[config.mk]
export PLATFORM = sky130hd
export DESIGN_NAME = button_debouncer
export DESIGN_NICKNAME = d
export VERILOG_FILES = /design/src/rtl/button_debouncer_pkg.sv /design/src/rtl/sync_2ff.sv /design/src/rtl/button_debouncer.sv
export SDC_FILE = /design/constraint.sdc
export NUM_CORES = 1
export LEC_CHECK = 0
export CORE_MARGIN = 8
export CORE_UTILIZATION = 46
export CTS_CLUSTER_DIAMETER = 120
export CTS_CLUSTER_SIZE = 30
export DETAILED_ROUTE_END_ITERATION = 7
export MAX_ROUTING_LAYER = met4
export PLACE_DENSITY = 0.73
export SLEW_MARGIN = 5
export SYNTH_ARGS = -nofsm -noshare
export SYNTH_HDL_FRONTEND = slang
export SYNTH_HIERARCHICAL = 1
export SYNTH_SLANG_ARGS = --single-unit
[constraint.sdc]
create_clock -name clk -period 1.3 [get_ports clk]
set_input_delay 0.26 -clock clk [delete_from_list [all_inputs] [get_ports clk]]
set_output_delay 0.26 -clock clk [all_outputs]
set_load 0.01 [all_outputs]
[src/rtl/button_debouncer_pkg.sv]
// Shared constants and width helper for the push-button input stage and
// other board pin conditioners.
package button_debouncer_pkg;

    localparam int unsigned DEBOUNCE_CYCLES_SIM   = 4;
    localparam int unsigned DEBOUNCE_CYCLES_BOARD = 500000;
    localparam int unsigned HOLD_CYCLES_DEF       = 16;

    // Ceiling log2; returns 0 for n <= 1.
    function automatic int unsigned clog2(input int unsigned n);
        int unsigned r;
        int unsigned v;
        r = 0;
        v = (n > 0) ? n - 1 : 0;
        while (v > 0) begin
            r = r + 1;
            v = v >> 1;
        end
        return r;
    endfunction

endpackage

[src/rtl/sync_2ff.sv]
// Single-bit two-flop synchronizer with synchronous active-high reset.
module sync_2ff (
    input  logic clk,
    input  logic rst,
    input  logic d_i,
    output logic q_o
);

    logic meta_q;
    logic sync_q;

    always_ff @(posedge clk) begin
        if (rst) begin
            meta_q <= 1'b0;
            sync_q <= 1'b0;
        end else begin
            meta_q <= d_i;
            sync_q <= meta_q;
        end
    end

    assign q_o = sync_q;

endmodule

[src/rtl/button_debouncer.sv]
// Conditions a bouncy asynchronous push-button into a debounced level plus
// registered press / release / long-press strobes.
module button_debouncer
    import button_debouncer_pkg::*;
#(
    parameter int unsigned DEBOUNCE_CYCLES = DEBOUNCE_CYCLES_SIM,
    parameter int unsigned HOLD_CYCLES     = HOLD_CYCLES_DEF,
    parameter bit          BTN_ACTIVE_LOW  = 1'b0
) (
    input  logic clk,
    input  logic rst,
    input  logic btn_raw,
    output logic btn_level,
    output logic press_pulse,
    output logic release_pulse,
    output logic hold_pulse
);

    localparam int unsigned CW = clog2(DEBOUNCE_CYCLES) + 1;

    if (DEBOUNCE_CYCLES < 1) begin : g_bad_debounce
        $error("button_debouncer: DEBOUNCE_CYCLES must be >= 1");
    end

    logic          btn_in_q;
    logic          btn_sync;
    logic [CW-1:0] cnt_q, cnt_d;
    logic          level_q, level_d;
    logic          press_q, press_d;
    logic          rel_q, rel_d;

    // Polarity-corrected input is registered ahead of the synchronizer so
    // a level change is accepted DEBOUNCE_CYCLES+2 edges after the pin moves.
    always_ff @(posedge clk) begin
        if (rst) begin
            btn_in_q <= 1'b0;
        end else begin
            btn_in_q <= btn_raw ^ BTN_ACTIVE_LOW;
        end
    end

    sync_2ff u_sync (
        .clk (clk),
        .rst (rst),
        .d_i (btn_in_q),
        .q_o (btn_sync)
    );

    always_ff @(posedge clk) begin
        if (rst) begin
            cnt_q   <= '0;
            level_q <= 1'b0;
            press_q <= 1'b0;
            rel_q   <= 1'b0;
        end else begin
            cnt_q   <= cnt_d;
            level_q <= level_d;
            press_q <= press_d;
            rel_q   <= rel_d;
        end
    end

    // Any sample agreeing with the current level restarts the count.
    always_comb begin
        cnt_d   = '0;
        level_d = level_q;
        press_d = 1'b0;
        rel_d   = 1'b0;
        if (btn_sync != level_q) begin
            if (cnt_q == CW'(DEBOUNCE_CYCLES - 1)) begin
                level_d = btn_sync;
                press_d = btn_sync;
                rel_d   = ~btn_sync;
            end else begin
                cnt_d = cnt_q + CW'(1);
            end
        end
    end

    if (HOLD_CYCLES > 0) begin : g_hold
        localparam int unsigned HW = clog2(HOLD_CYCLES + 1);

        logic [HW-1:0] hold_cnt_q, hold_cnt_d;
        logic          hold_q, hold_d;

        always_ff @(posedge clk) begin
            if (rst) begin
                hold_cnt_q <= '0;
                hold_q     <= 1'b0;
            end else begin
                hold_cnt_q <= hold_cnt_d;
                hold_q     <= hold_d;
            end
        end

        // Saturating count gives exactly one strobe per press.
        always_comb begin
            hold_cnt_d = '0;
            hold_d     = 1'b0;
            if (level_q) begin
                hold_cnt_d = hold_cnt_q;
                if (hold_cnt_q != HW'(HOLD_CYCLES)) begin
                    hold_cnt_d = hold_cnt_q + HW'(1);
                end
                hold_d = (hold_cnt_q == HW'(HOLD_CYCLES - 1));
            end
        end

        assign hold_pulse = hold_q;
    end else begin : g_no_hold
        assign hold_pulse = 1'b0;
    end

    assign btn_level     = level_q;
    assign press_pulse   = press_q;
    assign release_pulse = rel_q;

endmodule

* Word-level counts from Yosys, hierarchy flattened *
Cells that the tools add are included.

word-level totals
  bits in registers = 15
  input port bits = 3
  output and inout port bits = 4
  word-level logic and storage cells = 23

operators by class
  $add $sub $neg = 2
  equal/unequal tests = 4
  bitwise logic cells = 4
  reduce and logical (&&, ||, !) cells = 4

operators by type and width
  operator             count
  $reduce_or 3->1      2
  $add 5x1->5 const B  1
  $eq 5x4->1 const B   1
  $ne 5x5->1 const B   1
  $not 1->1            4
  $add 3x1->3 const B  1
  $eq 3x2->1 const B   1
  $reduce_and 2->1     1
  $reduce_or 2->1      1
  $ne 1x1->1           1

* Logic depth before layout (Yosys ltp) *
Gate-level depths: netlist of run 1.

  depth after elaboration = 3
  depth in mapped cells = 5
  depth with buffers taken out = 5

* Cells and area by module *
Netlist of run 1, hierarchy kept.

by module, submodules not included
  module            instances  cells an instance  area each (µm²)  sequential area each (µm²)
  button_debouncer  1          52                 559.3            260.2
  sync_2ff          1          4                  52.6             40.0

* Least setup slack after synthesis of run 1 *
OpenSTA, ideal clock, no wires.

  path kind = reg2reg
  start = reg g_hold.hold_cnt_q[0]
  end = reg g_hold.hold_cnt_q[4]
  setup time = 115 ps
  arrival time = 1179 ps
  data required time = 1185 ps
  slack = 6 ps
  stages on the path, launching flop included = 6
  path buffers = 0
  clock period less this slack = 1294 ps
  cell sequence = dfxtp_1 ha_1 and3_1 ha_1 inv_1 o21ba_2

between the ends
  cells in the longest elaborated chain, start to end = 1
  elaborated cells on any way between the ends = 2
  classes of those cells = add/sub: 1; eq/ne: 1

ends and longest elaborated chain
  what                                              RTL line                                          text
  start: declaration                                button_debouncer.sv:83                            logic [HW-1:0] hold_cnt_q, hold_cnt_d;
  start signal: assignment                          button_debouncer.sv:91                            hold_cnt_q <= hold_cnt_d;
  $add 5x1->5 / $ne 5x5->1 (equally long branches)  button_debouncer.sv:103, button_debouncer.sv:102

Several ways; a longest one is shown, not always the timed one.
A chain may end at the register's enable or synchronous reset.

* Final worst setup path of run 1 *
Ends and elaborated chain as after synthesis.

==> flow_summary.yaml, run 1 <==
clock_network:
  cts_max_level: 1
  tritoncts: "done"
  cts_root_buffer: "sky130_fd_sc_hd__clkbuf_4"
  clk-insertion-delay-late_ns: 0.28
  cts_max_path_buffers: 2
  postCtsHoldBufs: 0
  tritoncts.num_buffers: 3
  cts.sink_count: 15
  path_clk_slew_ns: 0.08
pwr:
  seqPwrFrac_pct: 62.7
  internal_power_mw: 0.595
  pwr-share-clk_pct: 34.5
  power_switching_mw: 0.147
  leakagePower_nw: 0.296
  power.density_cell_area_mw_per_mm2: 982
  vdd_drop_max_v: 0.000532
  power.share.switching_pct: 19.8
  finalPower_mw: 0.741
  combPwrFrac_pct: 2.7
drt:
  met2_length_um: 384
  met1_length_um: 510
  detail_route.vias_per_cell: 4.89
  route.detailed.wl_per_inst_um: 11.8
  final_antenna_net_count: 0
  routed.top_layer: "met4"
  route.met3.wl_um: 62
  via_count: 406
  route.final.wire_length_um: 977
  first_iter_violations: 4
  drc: 0
  drtPass1Iterations: 4
die:
  initial_utilization_pct: 48.2
  io-pin-count: 7
  rows: 13
  design.core.area_sq_mm: 0.00127
  die-area_sq_mm: 0.00275
  die_height_um: 52.5
  fp.dieW_um: 52.5
finish:
  finish.utilization_pct: 59.5
  antennaDiodeCount: 0
  final_cell_area_sq_um: 754
  layout_cell_share_with_drive_strength_beyond_1_pct: 19.1
  finalNetCount: 77
  area_growth_pct: 23.3
  stdcell_count: 83
synth:
  yosysWarnings: 6
  ys_top_cells_by_area: "sky130_fd_sc_hd__dfxtp_1, sky130_fd_sc_hd__ha_1, sky130_fd_sc_hd__mux2i_1"
  yosys_most_used_dff: "sky130_fd_sc_hd__dfxtp_1"
  ys_top_cells_by_count: "sky130_fd_sc_hd__dfxtp_1, sky130_fd_sc_hd__inv_1, sky130_fd_sc_hd__ha_1"
  synth_edf_count: 0
  async_flop_share_pct: 0
  synth-seq-area-share_pct: 49.1
  syn_avg_cell_area_sq_um: 10.9
  ys_seq_elements: 15
  synth_cell_type_count: 21
  synth.most_common_cell: "sky130_fd_sc_hd__dfxtp_1"
  netlist_area_sq_um: 612
  synth_area_leader_cell: "sky130_fd_sc_hd__dfxtp_1"
  postSynthNetCount: 64
  post_synth_inst_count: 56
  synth_top_cell_area_share_pct: 49.1
critical_path:
  worst-path-max-fanout: 4
  cp-end-kind: "flop"
  worst_ep_arrival_time_ns: 1.46
  nature_of_the_critical_path_startpoint: "flop"
  r2r_setup_slack_ns: 0.02
  kind_of_critical_path: "flop to flop"
  worstPathRequired_ns: 1.48
place:
  gp_congestion: 0.672
  placement.cell_area_sq_um: 709
  placed_cells_incl_taps: 79
  i_o_buffers: 6
  half_perimeter_wire_length_after_detailed_placement_um: 706
  pre_cts_slack_ns: -0.0741
timing:
  fin_crit_sh_pct: 98.5
  worst_hold_slack_ns: 0.431
  postLayoutSetupSlackWorst_ns: 0.0190
  max_freq_mhz: 781
  aggregate_negative_setup_slack_ns: 0
  fin_max_slew_vios: 0
  minimum_clock_period_ns: 1.28
  fin_skew_ns: 0.000368
  worst_slew_margin_rel_pct: 83.6
  finalSetupViolCount: 0
  endpoints_failing_hold: 0
  worst_pin_slew_ns: 0.243
job:
  cap_violations: 0
worst_hold_path:
  holdCritPathClass: "flop to flop"
global_route:
  antenna_found_initial: 0
  global_route.overflow_total: 0
  grt_start_max_net_pins: 11
  grt_usage_pct: 7.85
  grt_pass1_vias: 370
  first_pass_grt_wire_length_um: 1530
status:
  run_status: "finished clean"
## per-layer routing
metal	vias up	global-route usage, %
li1	216	-
met4	0	5.17
met1	177	9.39
met3	2	3.69
met5	-	-
met2	11	10.1
## worst max-delay path, stage by stage (launching register included)
cell and delay [ns]:
sky130_fd_sc_hd__dfxtp_2 0.38, sky130_fd_sc_hd__buf_6 0.12, sky130_fd_sc_hd__inv_1 0.03, sky130_fd_sc_hd__ha_1 0.18, sky130_fd_sc_hd__and4bb_2 0.27, sky130_fd_sc_hd__o21ba_2 0.20
## registers in the layout, indices dropped and copies added (netlist names)
signal,count
btn_level,1
release_pulse,1
hold_pulse,1
g_hold.hold_cnt_q,5
cnt_q,3
u_sync/q_o,1
btn_in_q,1
u_sync/meta_q,1
press_pulse,1
## worst paths after layout
kind	startpoint	end	cells past startpoint
max reg2reg	g_hold.hold_cnt_q[0]	g_hold.hold_cnt_q[4]	5
min	cnt_q[0]	cnt_q[0]	1
max	g_hold.hold_cnt_q[0]	g_hold.hold_cnt_q[4]	5
min reg2reg	cnt_q[0]	cnt_q[0]	1
## placed cells by master (no fill, tap or decap)
cell type,instances
sky130_fd_sc_hd__dlygate4sd2_1,4
sky130_fd_sc_hd__clkbuf_1,1
sky130_fd_sc_hd__buf_6,1
sky130_fd_sc_hd__xnor2_1,2
sky130_fd_sc_hd__clkdlybuf4s50_1,2
sky130_fd_sc_hd__nor4_1,2
sky130_fd_sc_hd__buf_4,3
sky130_fd_sc_hd__dfxtp_2,2
sky130_fd_sc_hd__nor2b_1,3
sky130_fd_sc_hd__ha_1,4
sky130_fd_sc_hd__or3b_1,2
sky130_fd_sc_hd__nand2b_1,1
sky130_fd_sc_hd__o21ba_2,1
sky130_fd_sc_hd__inv_1,6
sky130_fd_sc_hd__and4bb_2,1
sky130_fd_sc_hd__dfxtp_1,13
sky130_fd_sc_hd__nor4b_1,1
sky130_fd_sc_hd__mux2i_1,4
sky130_fd_sc_hd__and3_4,1
sky130_fd_sc_hd__nand3b_1,4
sky130_fd_sc_hd__nor3b_1,1
sky130_fd_sc_hd__clkbuf_4,3
sky130_fd_sc_hd__nand3_1,1
sky130_fd_sc_hd__nor3_1,1
sky130_fd_sc_hd__nor4bb_1,1
sky130_fd_sc_hd__ha_4,1
sky130_fd_sc_hd__nor2_1,2
## power groups by stage
| stage | Sequential, mW | Combinational [mW] | Clock [mW] |
|---|---|---|---|
| 2_1_floorplan | 0.475 | 0.00961 | 0 |
| 3_3_place_gp | 0.476 | 0.0199 | 0 |
| 3_5_place_dp | 0.476 | 0.0204 | 0 |
| 4_1_cts | 0.465 | 0.0204 | 0.269 |
| 5_1_grt | 0.466 | 0.0219 | 0.298 |
| 6_report | 0.465 | 0.0203 | 0.256 |
## timing repair
item                                    4_1_cts  5_1_grt
gates resized for setup                       5        6
setup buffers                                 0        0
endpoints found under the setup margin        5        3
pin swaps                                     0        1
## cell type report
| cell class | instances | area (sq um) |
|---|---|---|
| multi-input cells | 33 | 295 |
| clock buffers | 4 | 26.3 |
| well taps | 15 | 18.8 |
| fillers | 106 | 514 |
| inverters | 6 | 22.5 |
| flip-flops and latches | 15 | 303 |
| repair buffers | 10 | 88.8 |
## cell families (layout without fill, tap and decap cells)
family	Yosys count	in the layout	synth area share, %
simple gates	21	21	24.1
flops	15	15	49.1
buf+inv	8	20	5.52
fa+ha+maj	5	5	10.2
mux	4	4	6.54
xor+xnor	2	2	2.86
compound gates	1	1	1.64
Power figures use the tool's default switching activity.
==> run 2, diff against run 1 <==
--- a/config.mk
+++ b/config.mk
@@ -5,15 +5,14 @@
 export SDC_FILE = /design/constraint.sdc
 export NUM_CORES = 1
 export LEC_CHECK = 0
-export CORE_MARGIN = 8
-export CORE_UTILIZATION = 46
+export CORE_AREA = 8 8 45 47
 export CTS_CLUSTER_DIAMETER = 120
 export CTS_CLUSTER_SIZE = 30
 export DETAILED_ROUTE_END_ITERATION = 7
+export DIE_AREA = 0 0 53 55
 export MAX_ROUTING_LAYER = met4
-export PLACE_DENSITY = 0.73
+export PLACE_DENSITY = 0.7
 export SLEW_MARGIN = 5
 export SYNTH_ARGS = -nofsm -noshare
 export SYNTH_HDL_FRONTEND = slang
-export SYNTH_HIERARCHICAL = 1
 export SYNTH_SLANG_ARGS = --single-unit
==> constraint.sdc (replaced) <==
create_clock -name clk -period 1.19 [get_ports clk]
set_input_delay 0.238 -clock clk [delete_from_list [all_inputs] [get_ports clk]]
set_output_delay 0.238 -clock clk [all_outputs]
set_load 0.01 [all_outputs]
==> run 2 against run 1 <==
Effect of this change:
- the run now ends with setup timing left
- setup slack worse by 0.075 ns
- core utilization is 1.6 points lower
- wire length rose by 3.6%
==> flow_summary.yaml, run 2 <==
critical_path:
  worstPathRequired_ns: 1.38
  worst-path-max-fanout: 4
  r2r-end: "g_hold.hold_cnt_q[4]"
  critical_path.max_stage_delay_ns: 0.37
  cp-end-kind: "flop"
  r2r_setup_slack_ns: -0.06
  kind_of_critical_path: "flop to flop"
  worst-r2r-cell-count: 5
  cp_cell_sequence: "ha_4 -> and3_4 -> ha_4 -> inv_2 -> o21ba_2"
  cpMaxStageDelayCell: "sky130_fd_sc_hd__dfxtp_4"
  rr_startpoint: "g_hold.hold_cnt_q[0]"
  worst_ep_arrival_time_ns: 1.43
  nature_of_the_critical_path_startpoint: "flop"
  critical_path.most_common_cell: "sky130_fd_sc_hd__ha_4"
synth:
  post_synth_inst_count: 56
  synth_cell_type_count: 21
  yosysWarnings: 0
  async_flop_share_pct: 0
  netlist_area_sq_um: 613
  synth_edf_count: 0
  syn_avg_cell_area_sq_um: 10.9
  ys_seq_elements: 15
  ys_top_cells_by_count: "sky130_fd_sc_hd__dfxtp_1, sky130_fd_sc_hd__inv_1, sky130_fd_sc_hd__ha_1"
  synth_top_cell_area_share_pct: 49.0
  postSynthNetCount: 64
  synth.most_common_cell: "sky130_fd_sc_hd__dfxtp_1"
  synth-seq-area-share_pct: 49.0
  ys_top_cells_by_area: "sky130_fd_sc_hd__dfxtp_1, sky130_fd_sc_hd__ha_1, sky130_fd_sc_hd__mux2i_1"
  synth_area_leader_cell: "sky130_fd_sc_hd__dfxtp_1"
  yosys_most_used_dff: "sky130_fd_sc_hd__dfxtp_1"
finish:
  finalNetCount: 79
  layout_commonest_cell: "sky130_fd_sc_hd__dfxtp_1"
  layout.cells.most_common_list: "sky130_fd_sc_hd__dfxtp_1, sky130_fd_sc_hd__buf_4, sky130_fd_sc_hd__inv_1"
  register_ranked_first_by_flip_flop_count: "g_hold.hold_cnt_q"
  finish.utilization_pct: 57.9
  area_growth_pct: 30.6
  final.fill_count: 125
  layout_cell_share_with_drive_strength_beyond_1_pct: 28.6
  antennaDiodeCount: 0
  biggestRegsByFlops: "g_hold.hold_cnt_q x5, cnt_q x3"
  flip_flop_count_of_the_largest_register_after_layout: 5
pwr:
  internal_power_mw: 0.645
  power.density_cell_area_mw_per_mm2: 1030
  seqPwrFrac_pct: 61.1
  vdd_drop_max_v: 0.000886
  pwr-share-clk_pct: 36.1
  power_switching_mw: 0.182
  combPwrFrac_pct: 2.8
  power.share.switching_pct: 22.0
  leakagePower_nw: 0.306
clock_network:
  cts_max_path_buffers: 2
  cts_max_level: 1
  clk-insertion-delay-late_ns: 0.29
  cts.sink_count: 15
  tritoncts.num_buffers: 3
  tritoncts: "done"
  path_clk_slew_ns: 0.09
  cts_root_buffer: "sky130_fd_sc_hd__clkbuf_4"
job:
  cap_violations: 0
die:
  fp.dieW_um: 53
  rows: 14
  die_height_um: 55
  die-area_sq_mm: 0.00292
  io-pin-count: 7
  design.core.area_sq_mm: 0.00138
  initial_utilization_pct: 44.3
drt:
  route.detailed.wl_per_inst_um: 11.8
  route.final.wire_length_um: 1010
  detail_route.vias_per_cell: 4.95
  drc: 0
  drtPass1Iterations: 2
  final_antenna_net_count: 0
  first_iter_violations: 2
  via_count: 426
timing:
  fin_skew_ns: 0.00229
  worst_slew_margin_rel_pct: 74.9
  endpoints_failing_hold: 0
  postLayoutSetupSlackWorst_ns: -0.0564
  max_freq_mhz: 802
  fin_crit_sh_pct: 105
  worst_pin_slew_ns: 0.373
  rsz0062_at_grt: "yes"
  fin_max_slew_vios: 0
  minimum_clock_period_ns: 1.25
  finalSetupViolCount: 1
place:
  pre_cts_slack_ns: -0.138
  gp_congestion: 0.740
  i_o_buffers: 6
  half_perimeter_wire_length_after_detailed_placement_um: 685
global_route:
  first_pass_grt_wire_length_um: 1650
  grt_start_max_net_pins: 11
  antenna_found_initial: 0
  global_route.overflow_total: 0
  grt.busiest_layer: "met2"
  grt_usage_pct: 8.05
  grt_use_met2_pct: 12.3
  gr-usage-met3_pct: 1.60
  gr-usage-met1_pct: 8.50
  grt_pass1_vias: 401
worst_hold_path:
  worstHoldStart: "cnt_q[0]"
  hold_end: "cnt_q[0]"
  holdCritPathClass: "flop to flop"
  whs_path_depth: 1
status:
  run_status: "complete, but fails checks"
  failed_checks: "setup timing"
run 2: cell counts after synthesis:
Identical to the previous run, type by type.
run 2: final cells by class:
type | instances | area [sq um] | area share, %
repair buffers | 12 | 100 | 12.5
inverters | 6 | 22.5 | 2.81
multi-input cells | 33 | 323 | 40.3
well taps | 16 | 20.0 | 2.50
clock buffers | 3 | 22.5 | 2.81
clock inverters | 1 | 7.51 | 0.938
flip-flops and latches | 15 | 305 | 38.1
run 2: power by group through the flow:
| stage | clock network (mW) | registers [mW] | logic, mW |
|---|---|---|---|
| after floorplan | 0 | 0.519 | 0.0111 |
| after global placement | 0 | 0.520 | 0.0218 |
| after detailed placement | 0 | 0.520 | 0.0221 |
| after CTS | 0.315 | 0.506 | 0.0222 |
| after global routing | 0.338 | 0.506 | 0.0252 |
| final | 0.299 | 0.505 | 0.0233 |
run 2: worst max-delay path by stage:
| stage | start | endpoint | slack, ns | cells after the start |
|---|---|---|---|---|
| 2_1_floorplan | g_hold.hold_cnt_q[1] | g_hold.hold_cnt_q[4] | -0.04 | 5 |
| 6_report | g_hold.hold_cnt_q[0] | g_hold.hold_cnt_q[4] | -0.06 | 5 |
| 3_3_place_gp | rst | g_hold.hold_cnt_q[0] | -0.10 | 3 |
| 4_1_cts | g_hold.hold_cnt_q[0] | g_hold.hold_cnt_q[4] | -0.06 | 5 |
| 5_1_grt | g_hold.hold_cnt_q[0] | g_hold.hold_cnt_q[4] | -0.08 | 5 |
| 3_5_place_dp | rst | cnt_q[1] | -0.14 | 3 |
run 2: per-layer routing:
metal  routed length (um)  share of wire, %  vias up
met5                    0                 0        -
met1                  478                47      194
li1                     -                 -      219
met3                   52               5.1        4
met2                  450                44        9
met4                   30               3.0        0
run 2: worst max-delay path, delay by kind of cell (launching register included):
family,cells,cell delay [ns]
adder cells (fa/ha/maj),2,0.40
flip-flops,1,0.37
AO/OA/AOI/OAI,1,0.18
AND/OR/NAND/NOR,1,0.17
buffers and inverters,1,0.02
run 2: cell families after synthesis:
family	Yosys count	synth area share (%)
buffers and inverters	8	5.71
adder cells (fa/ha/maj)	5	10.2
XOR/XNOR	2	2.86
AND/OR/NAND/NOR	21	24.1
flip-flops	15	49.0
multiplexers	4	6.53
AO/OA/AOI/OAI	1	1.63
run 2: what timing repair did:
action                     CTS  global route
gates cloned                 0             0
pin swaps                    1             1
hold buffers                 0             0
hold endpoints to repair     0             0
buffers inserted             1             0
gates resized for setup      8             4
setup endpoints to repair    5             8
run 2: metrics by stage:
stage	std cells	power [mW]	hold WS (ns)	instance area (sq um)	setup TNS (ns)
after floorplan	56	0.530	0.316	618	-0.0366
after global placement	81	0.541	0.415	723	-0.655
after detailed placement	81	0.542	0.425	723	-0.857
after CTS	86	0.842	0.439	786	-0.0592
after global routing	86	0.869	0.458	801	-0.248
final	86	0.827	0.438	801	-0.0564
==> run 3, diff against run 2 <==
==> constraint.sdc (replaced) <==
create_clock -name clk -period 1.3 [get_ports clk]
set_input_delay 0.26 -clock clk [delete_from_list [all_inputs] [get_ports clk]]
set_output_delay 0.26 -clock clk [all_outputs]
set_load 0.02 [all_outputs]
==> run 3 against run 2 <==
Effect of this change:
- the flow now finishes without violations
- sequential share of layout area is 0.48 points higher
- via count is 2.1% lower
- cell area is 1.3% lower
- clock power is 11% lower
- flip-flop and latch count stayed put
- first-iteration DRC count grew to 5.0 times the previous value
- hold slack better by 0.0041 ns
- register-to-register slack better by 0.07 ns
- count of clock-buffer cells in the layout stayed put
- clock skew hardly changed
- cell count stayed put
- largest cell class unchanged
==> flow_summary.yaml, run 3 (synthesis gave the netlist of run 2 again) <==
status:
  run_status: "finished clean"
timing:
  finalSetupViolCount: 0
  worst_hold_slack_ns: 0.442
  endpoints_failing_hold: 0
  max_freq_mhz: 779
  worst_slew_margin_rel_pct: 83.4
  fin_crit_sh_pct: 98.8
  fin_max_slew_vios: 0
  worst_pin_slew_ns: 0.245
  minimum_clock_period_ns: 1.28
  fin_skew_ns: 0.00269
critical_path:
  cpMaxStageDelayCell: "sky130_fd_sc_hd__dfxtp_4"
  critical_path.max_stage_delay_ns: 0.37
  worst-path-max-fanout: 2
  worst-r2r-cell-count: 5
  critical_path.most_common_cell: "sky130_fd_sc_hd__ha_4"
  worst-path-buf-inv: 1
  cp.depth: 5
  worst_ep_arrival_time_ns: 1.47
  nature_of_the_critical_path_startpoint: "flop"
  cp_cell_sequence: "ha_4 -> and3_4 -> ha_4 -> inv_1 -> o21ba_2"
  worstPathRequired_ns: 1.48
  cp-end-kind: "flop"
  kind_of_critical_path: "flop to flop"
  cpLargestDelayFamily: "adder cells"
finish:
  finalNetCount: 79
  flip_flop_count_of_the_largest_register_after_layout: 5
  layout.cells.most_common_list: "sky130_fd_sc_hd__dfxtp_1, sky130_fd_sc_hd__inv_1"
  antennaDiodeCount: 0
  biggestRegsByFlops: "g_hold.hold_cnt_q x5, cnt_q x3"
  register_ranked_first_by_flip_flop_count: "g_hold.hold_cnt_q"
  area_growth_pct: 29.0
  layout_cell_share_with_drive_strength_beyond_1_pct: 24.3
  finish.utilization_pct: 57.1
  layout_commonest_cell: "sky130_fd_sc_hd__dfxtp_1"
pwr:
  seqPwrFrac_pct: 61.9
  power_switching_mw: 0.160
  internal_power_mw: 0.588
  vdd_drop_max_v: 0.000464
  power.density_cell_area_mw_per_mm2: 945
  pwr-share-clk_pct: 35.4
  leakagePower_nw: 0.312
  combPwrFrac_pct: 2.7
  power.share.switching_pct: 21.4
die:
  rows: 14
  die-area_sq_mm: 0.00292
  initial_utilization_pct: 44.3
  design.core.area_sq_mm: 0.00138
  die_height_um: 55
  io-pin-count: 7
  fp.dieW_um: 53
clock_network:
  cts_max_path_buffers: 2
  tritoncts.num_buffers: 3
  clk-insertion-delay-late_ns: 0.28
  cts_max_level: 1
  tritoncts: "done"
  path_clk_slew_ns: 0.09
  cts.sink_count: 15
  postCtsHoldBufs: 0
  cts_root_buffer: "sky130_fd_sc_hd__clkbuf_4"
worst_hold_path:
  holdCritPathClass: "flop to flop"
  whs_path_depth: 1
global_route:
  grt_start_max_net_pins: 11
  antenna_found_initial: 0
  grt_usage_pct: 8.62
  global_route.overflow_total: 0
  first_pass_grt_wire_length_um: 1740
  grt_pass1_vias: 401
job:
  cap_violations: 0
place:
  half_perimeter_wire_length_after_detailed_placement_um: 704
  i_o_buffers: 6
  gp_congestion: 0.808
drt:
  route.detailed.wl_per_inst_um: 12.1
  drc: 0
  route.final.wire_length_um: 1040
  final_antenna_net_count: 0
  via_count: 417
  first_iter_violations: 10
  drtPass1Iterations: 4
  detail_route.vias_per_cell: 4.85
-- run 3: changes by cell type in the layout (fill, tap and decap cells not counted), sizes merged --
cell      before  now
clkinv         0    1
clkinvlp       1    0
-- run 3: path summary, 6_finish.rpt --
path,from,end,slack (ns)
setup / recovery,g_hold.hold_cnt_q[0],g_hold.hold_cnt_q[4],0.02
hold / removal,cnt_q[0],cnt_q[0],0.44
setup reg to reg,g_hold.hold_cnt_q[0],g_hold.hold_cnt_q[4],0.02
hold reg to reg,cnt_q[0],cnt_q[0],0.44
-- run 3: layout make-up --
type / count / area, sq um
Timing Repair Buffer: 12 / 108
Fill cell: 127 / 593
Clock inverter: 1 / 5.00
Inverter: 6 / 22.5
Clock buffer: 3 / 22.5
Multi-Input combinational cell: 33 / 308
Sequential cell: 15 / 305
Tap cell: 16 / 20.0
-- run 3: worst reg2reg max path, stage by stage (launching register included) --
cell and delay [ns]:
sky130_fd_sc_hd__dfxtp_4 0.37, sky130_fd_sc_hd__ha_4 0.16, sky130_fd_sc_hd__and3_4 0.18, sky130_fd_sc_hd__ha_4 0.25, sky130_fd_sc_hd__inv_1 0.03, sky130_fd_sc_hd__o21ba_2 0.20
-- run 3: power by group through the flow --
stage / clock network, mW / logic [mW] / registers [mW]
2_1_floorplan: 0 / 0.0101 / 0.475
3_3_place_gp: 0 / 0.0198 / 0.476
3_5_place_dp: 0 / 0.0203 / 0.476
4_1_cts: 0.275 / 0.0205 / 0.465
5_1_grt: 0.297 / 0.0223 / 0.464
6_report: 0.265 / 0.0202 / 0.463
-- run 3: timing repair --
item                       4_1_cts  5_1_grt
setup buffers                    1        0
setup endpoints to repair        5        1
cloned                           0        0
pin swaps                        0        1
gates resized for setup          5        9
-- run 3: through the flow --
stage	power (mW)	std cells	setup TNS [ns]	setup WS [ns]	instance area, sq um
6_report	0.747	86	0	0.0159	791
5_1_grt	0.783	86	-0.0133	-0.0133	791
4_1_cts	0.760	86	0	0.00140	749
3_5_place_dp	0.496	81	-0.0474	-0.0334	718
3_3_place_gp	0.495	81	-0.0127	-0.0127	718
2_1_floorplan	0.485	56	0	0.00625	613
-- run 3: routing by layer --
layer	track usage (%)	part of all wire (%)
met1	10.7	49
met2	10.4	44
met3	3.21	3.6
met4	7.76	2.9
met5	-	0
